==> config.mk <==
export PLATFORM = sky130hd
export DESIGN_NAME = ps2_keycode_rx
export DESIGN_NICKNAME = d
export VERILOG_FILES = /design/src/rtl/ps2_pkg.sv /design/src/rtl/ps2_hid_map.sv /design/src/rtl/ps2_keycode_rx.sv
export SDC_FILE = /design/constraint.sdc
export NUM_CORES = 1
export LEC_CHECK = 0
export ABC_CLOCK_PERIOD_IN_PS = 6440
export CAP_MARGIN = 20
export CELL_PAD_IN_SITES_DETAIL_PLACEMENT = 0
export CELL_PAD_IN_SITES_GLOBAL_PLACEMENT = 2
export CORE_UTILIZATION = 39
export CTS_CLUSTER_SIZE = 16
export DETAILED_ROUTE_END_ITERATION = 7
export PLACE_DENSITY = 0.9
export SLEW_MARGIN = 10
export SYNTH_ARGS = -nofsm -noshare
export SYNTH_HDL_FRONTEND = slang
export SYNTH_SLANG_ARGS = --single-unit
==> constraint.sdc <==
create_clock -name Clk -period 6.44 [get_ports Clk]
set_input_delay 0.966 -clock Clk [delete_from_list [all_inputs] [get_ports Clk]]
set_output_delay 0.966 -clock Clk [all_outputs]
set_load 0.01 [all_outputs]
==> src/rtl/ps2_pkg.sv <==
// Shared types and constants for the PS/2 keycode receiver.
package ps2_pkg;

   typedef enum logic [1:0] {IDLE, DATA, PARITY, STOP} frame_state_t;

   localparam logic [7:0] BRK_CODE  = 8'hF0;
   localparam logic [7:0] EXT_CODE  = 8'hE0;

   localparam logic [7:0] HID_A     = 8'h04;
   localparam logic [7:0] HID_D     = 8'h07;
   localparam logic [7:0] HID_S     = 8'h16;
   localparam logic [7:0] HID_W     = 8'h1A;
   localparam logic [7:0] HID_SPACE = 8'h2C;
   localparam logic [7:0] HID_ENTER = 8'h28;
   localparam logic [7:0] HID_ESC   = 8'h29;
   localparam logic [7:0] HID_UP    = 8'h52;
   localparam logic [7:0] HID_DOWN  = 8'h51;
   localparam logic [7:0] HID_LEFT  = 8'h50;
   localparam logic [7:0] HID_RIGHT = 8'h4F;

endpackage

==> src/rtl/ps2_hid_map.sv <==
// Scan code set 2 to USB HID usage lookup; unmapped codes give 8'h00.
module ps2_hid_map
   import ps2_pkg::*;
(
   input  logic       ext,
   input  logic [7:0] scan,
   output logic [7:0] hid
);

   always_comb begin
      hid = 8'h00;
      if (ext) begin
         case (scan)
            8'h75:   hid = HID_UP;
            8'h72:   hid = HID_DOWN;
            8'h6B:   hid = HID_LEFT;
            8'h74:   hid = HID_RIGHT;
            default: hid = 8'h00;
         endcase
      end else begin
         case (scan)
            8'h1C:   hid = HID_A;
            8'h23:   hid = HID_D;
            8'h1B:   hid = HID_S;
            8'h1D:   hid = HID_W;
            8'h29:   hid = HID_SPACE;
            8'h5A:   hid = HID_ENTER;
            8'h76:   hid = HID_ESC;
            default: hid = 8'h00;
         endcase
      end
   end

endmodule

==> src/rtl/ps2_keycode_rx.sv <==
// PS/2 frame receiver and make/break decoder producing the held key's HID usage.
// Define PS2_PARITY_CHECK_EN to drop frames with bad odd parity.
module ps2_keycode_rx
   import ps2_pkg::*;
#(
   parameter int TIMEOUT_CYCLES = 10000,
   parameter int TMO_W          = 14
) (
   input  logic        Clk,
   input  logic        Reset,
   input  logic        ps2_clk,
   input  logic        ps2_data,
   output logic [15:0] keycode,
   output logic        key_event,
   output logic        frame_err
);

   // clk_sync[1] is the synchronized level, clk_sync[2] its previous value
   logic [2:0]       clk_sync;
   logic [1:0]       dat_sync;
   logic             fall, dat;
   frame_state_t     state, state_nxt;
   logic [2:0]       bit_cnt, bit_cnt_nxt;
   logic [7:0]       shreg, shreg_nxt;
   logic             par, par_nxt, par_ok;
   logic [TMO_W-1:0] tmo, tmo_nxt;
   logic             byte_valid, byte_valid_nxt, err_nxt;
   logic             brk, brk_nxt, ext, ext_nxt;
   logic [7:0]       hid;
   logic [15:0]      key_nxt;

   assign dat = dat_sync[1];

`ifdef PS2_PARITY_CHECK_EN
   assign par_ok = ^{shreg, par};
`else
   assign par_ok = 1'b1;
`endif

   always_comb begin
      state_nxt      = state;
      bit_cnt_nxt    = bit_cnt;
      shreg_nxt      = shreg;
      par_nxt        = par;
      tmo_nxt        = tmo;
      byte_valid_nxt = 1'b0;
      err_nxt        = 1'b0;
      if (fall)
         tmo_nxt = '0;
      else if (state != IDLE)
         tmo_nxt = tmo + 1'b1;
      case (state)
         IDLE: if (fall) begin
            if (!dat) begin
               state_nxt   = DATA;
               bit_cnt_nxt = '0;
            end else
               err_nxt = 1'b1;
         end
         DATA: if (fall) begin
            shreg_nxt   = {dat, shreg[7:1]};
            bit_cnt_nxt = bit_cnt + 1'b1;
            if (bit_cnt == 3'd7) state_nxt = PARITY;
         end
         PARITY: if (fall) begin
            par_nxt   = dat;
            state_nxt = STOP;
         end
         STOP: if (fall) begin
            state_nxt = IDLE;
            if (dat && par_ok) byte_valid_nxt = 1'b1;
            else               err_nxt        = 1'b1;
         end
         default: state_nxt = IDLE;
      endcase
      // stalled device: abandon the partial frame, keep prefix flags
      if (!fall && state != IDLE && tmo == TMO_W'(TIMEOUT_CYCLES - 1)) begin
         state_nxt = IDLE;
         tmo_nxt   = '0;
         err_nxt   = 1'b1;
      end
   end

   ps2_hid_map u_map (
      .ext  (ext),
      .scan (shreg),
      .hid  (hid)
   );

   always_comb begin
      key_nxt = keycode;
      brk_nxt = brk;
      ext_nxt = ext;
      if (byte_valid) begin
         if (shreg == BRK_CODE)
            brk_nxt = 1'b1;
         else if (shreg == EXT_CODE)
            ext_nxt = 1'b1;
         else begin
            brk_nxt = 1'b0;
            ext_nxt = 1'b0;
            if (hid != 8'h00) begin
               if (!brk)                         key_nxt = {8'h00, hid};
               else if (keycode == {8'h00, hid}) key_nxt = 16'h0000;
            end
         end
      end
   end

   always_ff @(posedge Clk) begin
      if (Reset) begin
         clk_sync   <= '0;
         dat_sync   <= '0;
         fall       <= 1'b0;
         state      <= IDLE;
         bit_cnt    <= '0;
         shreg      <= '0;
         par        <= 1'b0;
         tmo        <= '0;
         byte_valid <= 1'b0;
         frame_err  <= 1'b0;
         brk        <= 1'b0;
         ext        <= 1'b0;
         keycode    <= 16'h0000;
         key_event  <= 1'b0;
      end else begin
         clk_sync   <= {clk_sync[1:0], ps2_clk};
         dat_sync   <= {dat_sync[0], ps2_data};
         fall       <= clk_sync[2] & ~clk_sync[1];
         state      <= state_nxt;
         bit_cnt    <= bit_cnt_nxt;
         shreg      <= shreg_nxt;
         par        <= par_nxt;
         tmo        <= tmo_nxt;
         byte_valid <= byte_valid_nxt;
         frame_err  <= err_nxt;
         brk        <= brk_nxt;
         ext        <= ext_nxt;
         keycode    <= key_nxt;
         key_event  <= (key_nxt != keycode);
      end
   end

endmodule

### Word level (Yosys, flattened, before mapping)

Index checks and enable logic that the tools add are counted.

* flip-flop bits (word level): 54
* latch bits: 0
* memory bits (writable): 0
* memory bits (read-only): 0
* input port bits: 4
* memories kept: 0

* $add $sub $neg: 2
* multipliers: 0
* divide/modulo/power cells: 0
* order comparisons: 0
* eq/ne operators: 27
* shift-type cells: 0
* multiplexer cells: 29
* bitwise logic cells: 4
* reductions and logical operators: 15

Operators by type and width (count)
* $mux 16: 6
* $eq 8x7->1 const B: 6
* $pmux 6 s7: 1
* $pmux 7 s4: 1
* $eq 8x5->1 const B: 3
* $eq 16x8->1: 1
* $eq 8x6->1 const B: 2
* $eq 8x8->1 const B: 2
* $ne 16x16->1: 1
* $add 14x1->14 const B: 1
* $eq 14x14->1 const B: 1
* $ne 2x2->1 const B: 7
* $mux 2: 6
* $mux 3: 3
* $mux 1: 8
* $mux 8: 1
* $pmux 2 s4: 1
* $reduce_bool 8->1: 1
* $pmux 3 s2: 1
* $reduce_and 2->1: 3
* $reduce_and 6->1: 1
* $eq 2x2->1 const B: 2
* $reduce_and 4->1: 1
* $reduce_bool 2->1: 2
* other kinds (11): 15

### Depth between registers and ports, before layout

Gate-level depths: netlist of run 1.

* depth after elaboration: 11
* mapped depth: 11

### Hierarchy

Synthesis of run 1 repeated with hierarchy kept, for this count alone.

* cells, all modules: 307
* area total of the unflattened synthesis: 2718.9 um^2

Modules (own cells, without submodules)
* ps2_keycode_rx: times used 1, cells an instance 258, area each 2378.5 um^2, seq. area each 1081.0 um^2
* ps2_hid_map: times used 1, cells an instance 49, area each 340.3 um^2, seq. area each 0.0 um^2

### Least setup slack after synthesis of run 1

OpenSTA, ideal clock, no wires.

* path type: reg2reg
* start: reg state[0]
* end: reg tmo[10]
* library setup time: 0.128 ns
* arrival time: 1.929 ns
* setup slack: 4.383 ns
* cell stages (with the launch flop): 12
* path buffers: 3
* clock period less this slack: 2.057 ns
* cell sequence: dfxtp_1 > inv_1 > ha_1 > buf_2 > nor2b_1 > and3_1 > nand4_1 > nand2b_1 > or2_2 > clkbuf_1 > clkbuf_1 > nor2_1

* cells in the longest elaborated chain, start to end: 4

RTL lines
* start, declared: RTL line ps2_keycode_rx.sv:22 `frame_state_t state, state_nxt;`
* start signal, assigned: RTL line ps2_keycode_rx.sv:130 `state <= state_nxt;`
* $reduce_bool 2->1 *: RTL line ps2_keycode_rx.sv:50, ps2_keycode_rx.sv:77
* $logic_and 1x1->1 (2 in series): RTL line ps2_keycode_rx.sv:77 `if (!fall && state != IDLE && tmo == TMO_W'(TIMEOUT_CYCLES - 1)) begin`
* $reduce_or 3->1 (no source line)
* end signal, assigned: RTL line ps2_keycode_rx.sv:134 `tmo <= tmo_nxt;`
* end, declared: RTL line ps2_keycode_rx.sv:26 `logic [TMO_W-1:0] tmo, tmo_nxt;`

Every way passes the cells marked *; elsewhere a longest branch is shown, timed or not.
A chain may end at the register's enable or synchronous reset.

### Worst setup path after layout of run 1

* start: reg shreg[4]
* end: reg key_event

* cells in the longest elaborated chain, start to end: 11
* elaborated cells on any way between the ends: 25

RTL lines
* start, declared: RTL line ps2_keycode_rx.sv:24 `logic [7:0] shreg, shreg_nxt;`
* start signal, assigned: RTL line ps2_keycode_rx.sv:132 `shreg <= shreg_nxt;`
* $eq 8x7->1 (tied with other cells): RTL line ps2_hid_map.sv:21 `case (scan)`
* $pmux 6 s7 or $pmux 7 s4 (tied branches): RTL line ps2_hid_map.sv:21, ps2_hid_map.sv:13
* $mux 8: RTL line ps2_hid_map.sv:12 `if (ext) begin`
* $eq 16x8->1: RTL line ps2_keycode_rx.sv:104 `else if (keycode == {8'h00, hid}) key_nxt = 16'h0000;`
* $mux 16: RTL line ps2_keycode_rx.sv:104
* $mux 16: RTL line ps2_keycode_rx.sv:103 `if (!brk) key_nxt = {8'h00, hid};`
* $mux 16: RTL line ps2_keycode_rx.sv:102 `if (hid != 8'h00) begin`
* $mux 16: RTL line ps2_keycode_rx.sv:97 `else if (shreg == EXT_CODE)`
* $mux 16 *: RTL line ps2_keycode_rx.sv:95 `if (shreg == BRK_CODE)`
* $mux 16 *: RTL line ps2_keycode_rx.sv:94 `if (byte_valid) begin`
* $ne 16x16->1 *: RTL line ps2_keycode_rx.sv:140 `key_event <= (key_nxt != keycode);`
* end signal, assigned: RTL line ps2_keycode_rx.sv:140
* end, declared: RTL line ps2_keycode_rx.sv:14 `output logic key_event,`

Marks and branches as above.

==> results of run 1 <==
report_power, final:
group	internal [uW]	switching, uW	total (uW)
sequential	343	8.42	352
combinational	28.7	40.8	69.5
clock	118	116	234
cell type report:
type / count / area (um^2) / area share (%)
well taps: 99 / 124 / 3.82
clock buffers: 5 / 68.8 / 2.12
inverters: 9 / 33.8 / 1.04
repair buffers: 22 / 218 / 6.72
clock inverters: 3 / 47.5 / 1.47
multi-input cells: 249 / 1670 / 51.5
flip-flops and latches: 54 / 1080 / 33.3
kinds of logic after synthesis:
logic type      after synthesis  synth area share (%)
flops                        54                  37.3
fa+ha+maj                     7                  3.02
buf+inv                      29                  5.09
mux                           4                  1.42
xor+xnor                     15                  4.79
simple gates                146                  29.4
compound gates               77                  19.0
cells in the mapped netlist, drive strengths merged, types with 2 or more instances:
| master | instances | area share [%] |
|---|---|---|
| a211o | 3 | 0.91 |
| a211oi | 4 | 1.0 |
| a21oi | 23 | 4.1 |
| a31o | 2 | 0.60 |
| a31oi | 7 | 1.7 |
| a41oi | 2 | 0.60 |
| and2 | 3 | 0.73 |
| and2b | 3 | 0.86 |
| and3 | 4 | 0.86 |
| and3b | 3 | 0.91 |
| and4 | 4 | 1.3 |
| and4bb | 4 | 1.9 |
| buf | 11 | 2.8 |
| clkbuf | 9 | 1.2 |
| dfxtp | 54 | 37 |
| ha | 7 | 3.0 |
| inv | 9 | 1.2 |
| mux2i | 3 | 1.0 |
| nand2 | 37 | 4.8 |
| nand2b | 3 | 0.65 |
| nand3 | 9 | 1.7 |
| nand4 | 7 | 1.7 |
| nor2 | 27 | 3.5 |
| nor2b | 11 | 2.4 |
| nor3 | 7 | 1.4 |
| nor3b | 14 | 4.0 |
| nor4 | 4 | 1.1 |
| nor4b | 2 | 0.60 |
| o2111ai | 3 | 1.3 |
| o211ai | 6 | 1.6 |
| o21a | 2 | 0.52 |
| o21ai | 8 | 1.4 |
| o21bai | 2 | 0.65 |
| o22ai | 3 | 0.65 |
| or2 | 2 | 0.43 |
| xnor2 | 5 | 1.5 |
| xor2 | 10 | 3.3 |
worst max-delay path, stage by stage, from the launching register on:
cell	delay, ns
sky130_fd_sc_hd__dfxtp_1	0.49
sky130_fd_sc_hd__nor2b_1	0.47
sky130_fd_sc_hd__o2111ai_2	0.27
sky130_fd_sc_hd__and2_4	0.24
sky130_fd_sc_hd__a31oi_1	0.74
sky130_fd_sc_hd__nand2_1	0.21
sky130_fd_sc_hd__a2111oi_2	0.45
sky130_fd_sc_hd__nor3_2	0.06
worst paths after layout:
kind	to	depth (start not counted)
setup / recovery	key_event	7
hold / removal	fall	1
setup reg to reg	key_event	7
hold reg to reg	fall	1
through the flow:
step | utilization [%] | area (um^2)
after floorplan | - | 2900
after global placement | 43.3 | 3130
after detailed placement | 43.3 | 3130
after CTS | 44.9 | 3240
after global routing | 44.9 | 3240
final | 44.9 | 3240
routing by layer:
layer,global-route usage [%],wire [um],up-vias
li1,-,-,1219
met1,21.6,3000,1157
met2,25.6,2780,42
met3,2.92,158,11
met4,6.01,125,0
met5,0,0,-
sequential cells by signal, indices dropped and copies added, names as in the netlist, 2 cells and up:
name	flops
keycode	16
state	2
dat_sync	2
clk_sync	3
shreg	8
tmo	14
bit_cnt	3
==> flow_results.xml, run 1 <==
<?xml version="1.0" encoding="UTF-8"?>
<metrics>
  <group name="clocking">
    <metric name="root_buffer_master" unit="">sky130_fd_sc_hd__clkbuf_8</metric>
    <metric name="clock_tree.buffer_depth" unit="">2</metric>
    <metric name="clk_pin_slew_worst_paths" unit="ns">0.11</metric>
    <metric name="clock_latency_reported_for_the_late_side_of_the_worst_skew_pair" unit="ns">0.31</metric>
    <metric name="post_cts_resize_count" unit="">0</metric>
    <metric name="cts_tree" unit="">done</metric>
    <metric name="holdBufCountCts" unit="">0</metric>
    <metric name="number_of_buffers_created_by_cts" unit="">5</metric>
    <metric name="cts_setup_buffers" unit="">0</metric>
    <metric name="ctsHtreeMaxLevel" unit="">2</metric>
    <metric name="clock_sinks" unit="">54</metric>
  </group>
  <group name="placement">
    <metric name="place_inst" unit="">433</metric>
    <metric name="gp_congestion" unit="">0.847</metric>
    <metric name="pre_cts_slack" unit="ns">3.42</metric>
    <metric name="dp_hpwl" unit="mm">4.34</metric>
    <metric name="buffer_ports.inserted" unit="">21</metric>
  </group>
  <group name="die">
    <metric name="dieWidth" unit="um">88.2</metric>
    <metric name="floorplan.initialDensity" unit="%">40.2</metric>
    <metric name="design.die.area" unit="um^2">7780</metric>
    <metric name="floorplan.rows" unit="">31</metric>
    <metric name="floorplan.die.height" unit="um">88.2</metric>
    <metric name="core" unit="um^2">7210</metric>
    <metric name="pin_count" unit="">22</metric>
  </group>
  <group name="routing">
    <metric name="wire_per_inst" unit="um">13.8</metric>
    <metric name="postRouteAntennaNets" unit="">0</metric>
    <metric name="route.vias.total" unit="">2429</metric>
    <metric name="wirelength" unit="mm">6.07</metric>
    <metric name="drc" unit="">0</metric>
    <metric name="vias_per_cell" unit="">5.51</metric>
    <metric name="dr.first_iter.drc_count" unit="">133</metric>
    <metric name="dr.pass1.iters" unit="">4</metric>
  </group>
  <group name="sta">
    <metric name="totalNegativeSetupSlack" unit="ns">0</metric>
    <metric name="number_of_max_slew_violations_in_the_final_report" unit="">0</metric>
    <metric name="fin_worst_hold_slack" unit="ns">0.424</metric>
    <metric name="unrepaired_setup_endpoints_after_global_routing" unit="">no</metric>
    <metric name="final.period_utilization" unit="%">47.5</metric>
    <metric name="setup_viol" unit="">0</metric>
    <metric name="final_period_demand_of_the_worst_path" unit="ns">3.06</metric>
    <metric name="maxClockFrequency" unit="GHz">0.327</metric>
    <metric name="final_hold_viol_count" unit="">0</metric>
    <metric name="worst_pin_slew" unit="ns">0.923</metric>
    <metric name="fin_worst_skew" unit="ns">0.0145</metric>
    <metric name="worst_slew_margin_rel" unit="%">38.2</metric>
    <metric name="finalWorstSetupSlack" unit="ns">3.38</metric>
  </group>
  <group name="status">
    <metric name="run_status" unit="">complete, no violations</metric>
  </group>
  <group name="power_and_ir_drop">
    <metric name="pwr_density_cell" unit="nW/um^2">202</metric>
    <metric name="design_power_total" unit="uW">655</metric>
    <metric name="pleak" unit="uW">0.00111</metric>
    <metric name="worst_ir_drop_vdd" unit="mV">0.142</metric>
  </group>
  <group name="logic_synthesis">
    <metric name="postSynthRegisterBits" unit="">54</metric>
    <metric name="synth_enable_flop_cells" unit="">0</metric>
    <metric name="postSynthAreaPerCell" unit="um^2">8.73</metric>
    <metric name="synth_nets" unit="">343</metric>
    <metric name="dominantRegCellSynth" unit="">sky130_fd_sc_hd__dfxtp_1</metric>
    <metric name="yosys_warnings" unit="">0</metric>
    <metric name="cells_after_synthesis" unit="">332</metric>
    <metric name="synth_seq_area_share" unit="%">37.3</metric>
    <metric name="synth.cell_area" unit="um^2">2900</metric>
    <metric name="synthArstFlopShare" unit="%">0</metric>
    <metric name="synth.lib_cells_used.distinct" unit="">70</metric>
  </group>
  <group name="grt">
    <metric name="first_global_vias" unit="">2087</metric>
    <metric name="globalRouteOverflowTotal" unit="">0</metric>
    <metric name="grt_first_pass_wirelength" unit="mm">9.86</metric>
    <metric name="grt_util_all_layers" unit="%">16.1</metric>
    <metric name="grt_max_degree" unit="">39</metric>
    <metric name="antenna_found_initial" unit="">0</metric>
  </group>
  <group name="flow_run">
    <metric name="max_cap_violations" unit="">0</metric>
  </group>
  <group name="final_layout">
    <metric name="final_cell_mix" unit="">sky130_fd_sc_hd__dfxtp_1 (54), sky130_fd_sc_hd__nand2_1 (37), sky130_fd_sc_hd__nor2_1 (27)</metric>
    <metric name="fillerInstances" unit="">757</metric>
    <metric name="n_antenna_cell" unit="">0</metric>
    <metric name="final_cells" unit="">441</metric>
    <metric name="layout-area-overhead-vs-synth" unit="%">11.9</metric>
    <metric name="most_common_cell_after_layout_fill_and_taps_aside" unit="">sky130_fd_sc_hd__dfxtp_1</metric>
    <metric name="finish.net_count" unit="">352</metric>
    <metric name="layout-drive-gt1-share" unit="%">9.36</metric>
  </group>
  <group name="worst_hold_path">
    <metric name="critical_hold_path_startpoint" unit="">clk_sync[1]</metric>
    <metric name="hp-class" unit="">register to register</metric>
  </group>
  <group name="critical_path">
    <metric name="crit_path_max_fanout" unit="">11</metric>
    <metric name="ff_to_ff_start" unit="">shreg[4]</metric>
    <metric name="critical_path.startpoint_type" unit="">register</metric>
    <metric name="timing_worst_setup_path_type" unit="">register to register</metric>
    <metric name="worstPathRequired" unit="ns">6.63</metric>
    <metric name="critical_path.startpoint" unit="">shreg[4]</metric>
    <metric name="critPathArrivalTime" unit="ns">3.25</metric>
    <metric name="critPathCaptureType" unit="">register</metric>
    <metric name="setup.reg_to_reg.worst_slack" unit="ns">3.38</metric>
  </group>
</metrics>
(Power assumes the default switching activity.)
==> run 2: changes to the inputs <==
ABC_CLOCK_PERIOD_IN_PS = 2860   (was 6440)
CORE_UTILIZATION = 36   (was 39)
PLACE_DENSITY = 0.84   (was 0.9)
clock period = 2.86 ns   (was 6.44 ns; I/O delays follow)
==> run 2 against run 1 <==
Hold slack gained 0.0027 ns; critical path type unchanged; final cell count up 1.4%; core utilization fell by 3.1 points; sequential power increased by 120%; register-to-register slack got worse by 3.0 ns; cell area increased by 0.23%; largest power group unchanged; non-clock buffer count increased by 3.
==> flow_results.xml, run 2 (synthesis results as in run 1) <==
<?xml version="1.0" encoding="UTF-8"?>
<metrics>
  <group name="grt">
    <metric name="globalRouteOverflowTotal" unit="">0</metric>
    <metric name="first_global_vias" unit="">2335</metric>
    <metric name="global_routing_usage_on_met1" unit="%">20.5</metric>
    <metric name="antenna_found_initial" unit="">0</metric>
    <metric name="global_route.peak_usage_layer" unit="">met2</metric>
    <metric name="grt_util_met2" unit="%">26.3</metric>
    <metric name="grt_max_degree" unit="">39</metric>
    <metric name="grt_first_pass_wirelength" unit="mm">10.9</metric>
    <metric name="globalRouteMet3Util" unit="%">3.07</metric>
    <metric name="grt_util_all_layers" unit="%">15.8</metric>
  </group>
  <group name="final_layout">
    <metric name="final_design_area_no_fill" unit="um^2">3250</metric>
    <metric name="final_cell_mix" unit="">sky130_fd_sc_hd__dfxtp_1 (54), sky130_fd_sc_hd__nand2_1 (37), sky130_fd_sc_hd__nor2_1 (27)</metric>
    <metric name="most_common_cell_after_layout_fill_and_taps_aside" unit="">sky130_fd_sc_hd__dfxtp_1</metric>
    <metric name="biggest_registers_after_layout" unit="">keycode (16), tmo (14), shreg (8)</metric>
    <metric name="registers.top_by_ff_count" unit="">keycode</metric>
    <metric name="finish.net_count" unit="">355</metric>
    <metric name="layout-area-overhead-vs-synth" unit="%">12.1</metric>
    <metric name="layout-drive-gt1-share" unit="%">10.1</metric>
    <metric name="multiInputGateArea" unit="um^2">1670</metric>
    <metric name="ff_latch_area" unit="um^2">1080</metric>
    <metric name="largest_register_ff_count" unit="">16</metric>
    <metric name="n_antenna_cell" unit="">0</metric>
    <metric name="fillerInstances" unit="">792</metric>
  </group>
  <group name="sta">
    <metric name="final_hold_viol_count" unit="">0</metric>
    <metric name="worst_slew_margin_rel" unit="%">64.5</metric>
    <metric name="maxClockFrequency" unit="GHz">0.407</metric>
    <metric name="number_of_max_slew_violations_in_the_final_report" unit="">0</metric>
    <metric name="final_period_demand_of_the_worst_path" unit="ns">2.46</metric>
    <metric name="unrepaired_setup_endpoints_after_global_routing" unit="">no</metric>
    <metric name="worst_pin_slew" unit="ns">0.528</metric>
    <metric name="final.period_utilization" unit="%">85.9</metric>
    <metric name="fin_worst_skew" unit="ns">0.0147</metric>
    <metric name="setup_viol" unit="">0</metric>
    <metric name="totalNegativeSetupSlack" unit="ns">0</metric>
  </group>
  <group name="die">
    <metric name="core" unit="um^2">7770</metric>
    <metric name="design.die.area" unit="um^2">8410</metric>
    <metric name="dieWidth" unit="um">91.7</metric>
    <metric name="pin_count" unit="">22</metric>
    <metric name="floorplan.rows" unit="">32</metric>
    <metric name="floorplan.die.height" unit="um">91.7</metric>
    <metric name="floorplan.initialDensity" unit="%">37.3</metric>
  </group>
  <group name="placement">
    <metric name="dp_hpwl" unit="mm">4.52</metric>
    <metric name="placedInstanceArea" unit="um^2">3150</metric>
    <metric name="gp_congestion" unit="">0.831</metric>
    <metric name="buffer_ports.inserted" unit="">21</metric>
  </group>
  <group name="routing">
    <metric name="vias_per_cell" unit="">5.38</metric>
    <metric name="route.vias.total" unit="">2404</metric>
    <metric name="postRouteAntennaNets" unit="">0</metric>
    <metric name="wirelength" unit="mm">6.25</metric>
    <metric name="wire_per_inst" unit="um">14.0</metric>
    <metric name="drc" unit="">0</metric>
    <metric name="dr.pass1.iters" unit="">4</metric>
    <metric name="dr.first_iter.drc_count" unit="">118</metric>
  </group>
  <group name="clocking">
    <metric name="cts_tree" unit="">done</metric>
    <metric name="post_cts_resize_count" unit="">0</metric>
    <metric name="clock_tree.buffer_depth" unit="">2</metric>
    <metric name="clock_latency_reported_for_the_late_side_of_the_worst_skew_pair" unit="ns">0.32</metric>
    <metric name="clock_sinks" unit="">54</metric>
    <metric name="number_of_buffers_created_by_cts" unit="">5</metric>
    <metric name="root_buffer_master" unit="">sky130_fd_sc_hd__clkbuf_8</metric>
    <metric name="holdBufCountCts" unit="">0</metric>
    <metric name="ctsHtreeMaxLevel" unit="">2</metric>
    <metric name="cts_setup_buffers" unit="">0</metric>
    <metric name="clk_pin_slew_worst_paths" unit="ns">0.11</metric>
  </group>
  <group name="status">
    <metric name="run_status" unit="">complete, no violations</metric>
  </group>
  <group name="critical_path">
    <metric name="worstPathRequired" unit="ns">3.06</metric>
    <metric name="timing_worst_setup_path_type" unit="">register to register</metric>
    <metric name="critPathArrivalTime" unit="ns">2.65</metric>
    <metric name="critical_path.startpoint_type" unit="">register</metric>
    <metric name="critical_path.startpoint" unit="">shreg[4]</metric>
    <metric name="critPathCaptureType" unit="">register</metric>
    <metric name="crit_path_max_fanout" unit="">10</metric>
    <metric name="ff_to_ff_start" unit="">shreg[4]</metric>
  </group>
  <group name="power_and_ir_drop">
    <metric name="pleak" unit="uW">0.00112</metric>
    <metric name="pwr_density_cell" unit="nW/um^2">434</metric>
    <metric name="worst_ir_drop_vdd" unit="mV">0.302</metric>
  </group>
  <group name="worst_hold_path">
    <metric name="critical_hold_path_startpoint" unit="">clk_sync[1]</metric>
    <metric name="hp-class" unit="">register to register</metric>
  </group>
  <group name="flow_run">
    <metric name="max_cap_violations" unit="">0</metric>
  </group>
</metrics>
[run 2: cell types whose count changed in the layout (fill, tap and decap cells not counted), sizes merged]
cell	before	now
bufinv	1	0
buf	1	4
clkinv	1	2
[run 2: worst paths after layout]
check             depth (start not counted)         to  slack, ns
setup / recovery                          7  key_event       0.40
hold / removal                            1       fall       0.43
setup reg to reg                          7  key_event       0.40
hold reg to reg                           1       fall       0.43
[run 2: worst max-delay path, cell delays in order (launching register included)]
cell and delay [ns]:
sky130_fd_sc_hd__dfxtp_1 0.48, sky130_fd_sc_hd__nor2b_1 0.47, sky130_fd_sc_hd__o2111ai_2 0.27, sky130_fd_sc_hd__a211oi_1 0.40, sky130_fd_sc_hd__xor2_1 0.13, sky130_fd_sc_hd__a221o_1 0.29
sky130_fd_sc_hd__a2111oi_2 0.24, sky130_fd_sc_hd__nor3_2 0.06
[run 2: per-layer routing]
metal / vias up / wire length (um)
li1: 1226 / -
met2: 48 / 2820
met4: 0 / 97
met1: 1120 / 3130
met3: 10 / 207
met5: - / 0
[run 2: layout make-up]
class | instances | area share [%]
clock buffer | 5 | 2.12
clock inverter | 3 | 0.886
inverter | 9 | 1.04
multi-input combinational | 249 | 51.4
sequential | 54 | 33.3
tap | 102 | 3.93
timing repair buffer | 25 | 7.39
[run 2: through the flow]
step                      util [%]  setup slack, ns  power, uW  hold slack, ns  instances
after floorplan                  -            0.803        934           0.388        332
after global placement        40.6            0.490        976           0.401        439
after detailed placement      40.6            0.441        979           0.406        439
after CTS                     41.8            0.430       1430           0.425        447
after global routing          41.8            0.215       1480           0.452        447
final                         41.8            0.402       1410           0.427        447
[run 2: power by group]
part / total (uW) / internal, uW / switching (uW)
combinational: 169 / 72.2 / 96.5
sequential: 791 / 773 / 18.2
clock: 452 / 182 / 270
total: 1410 / 1030 / 384
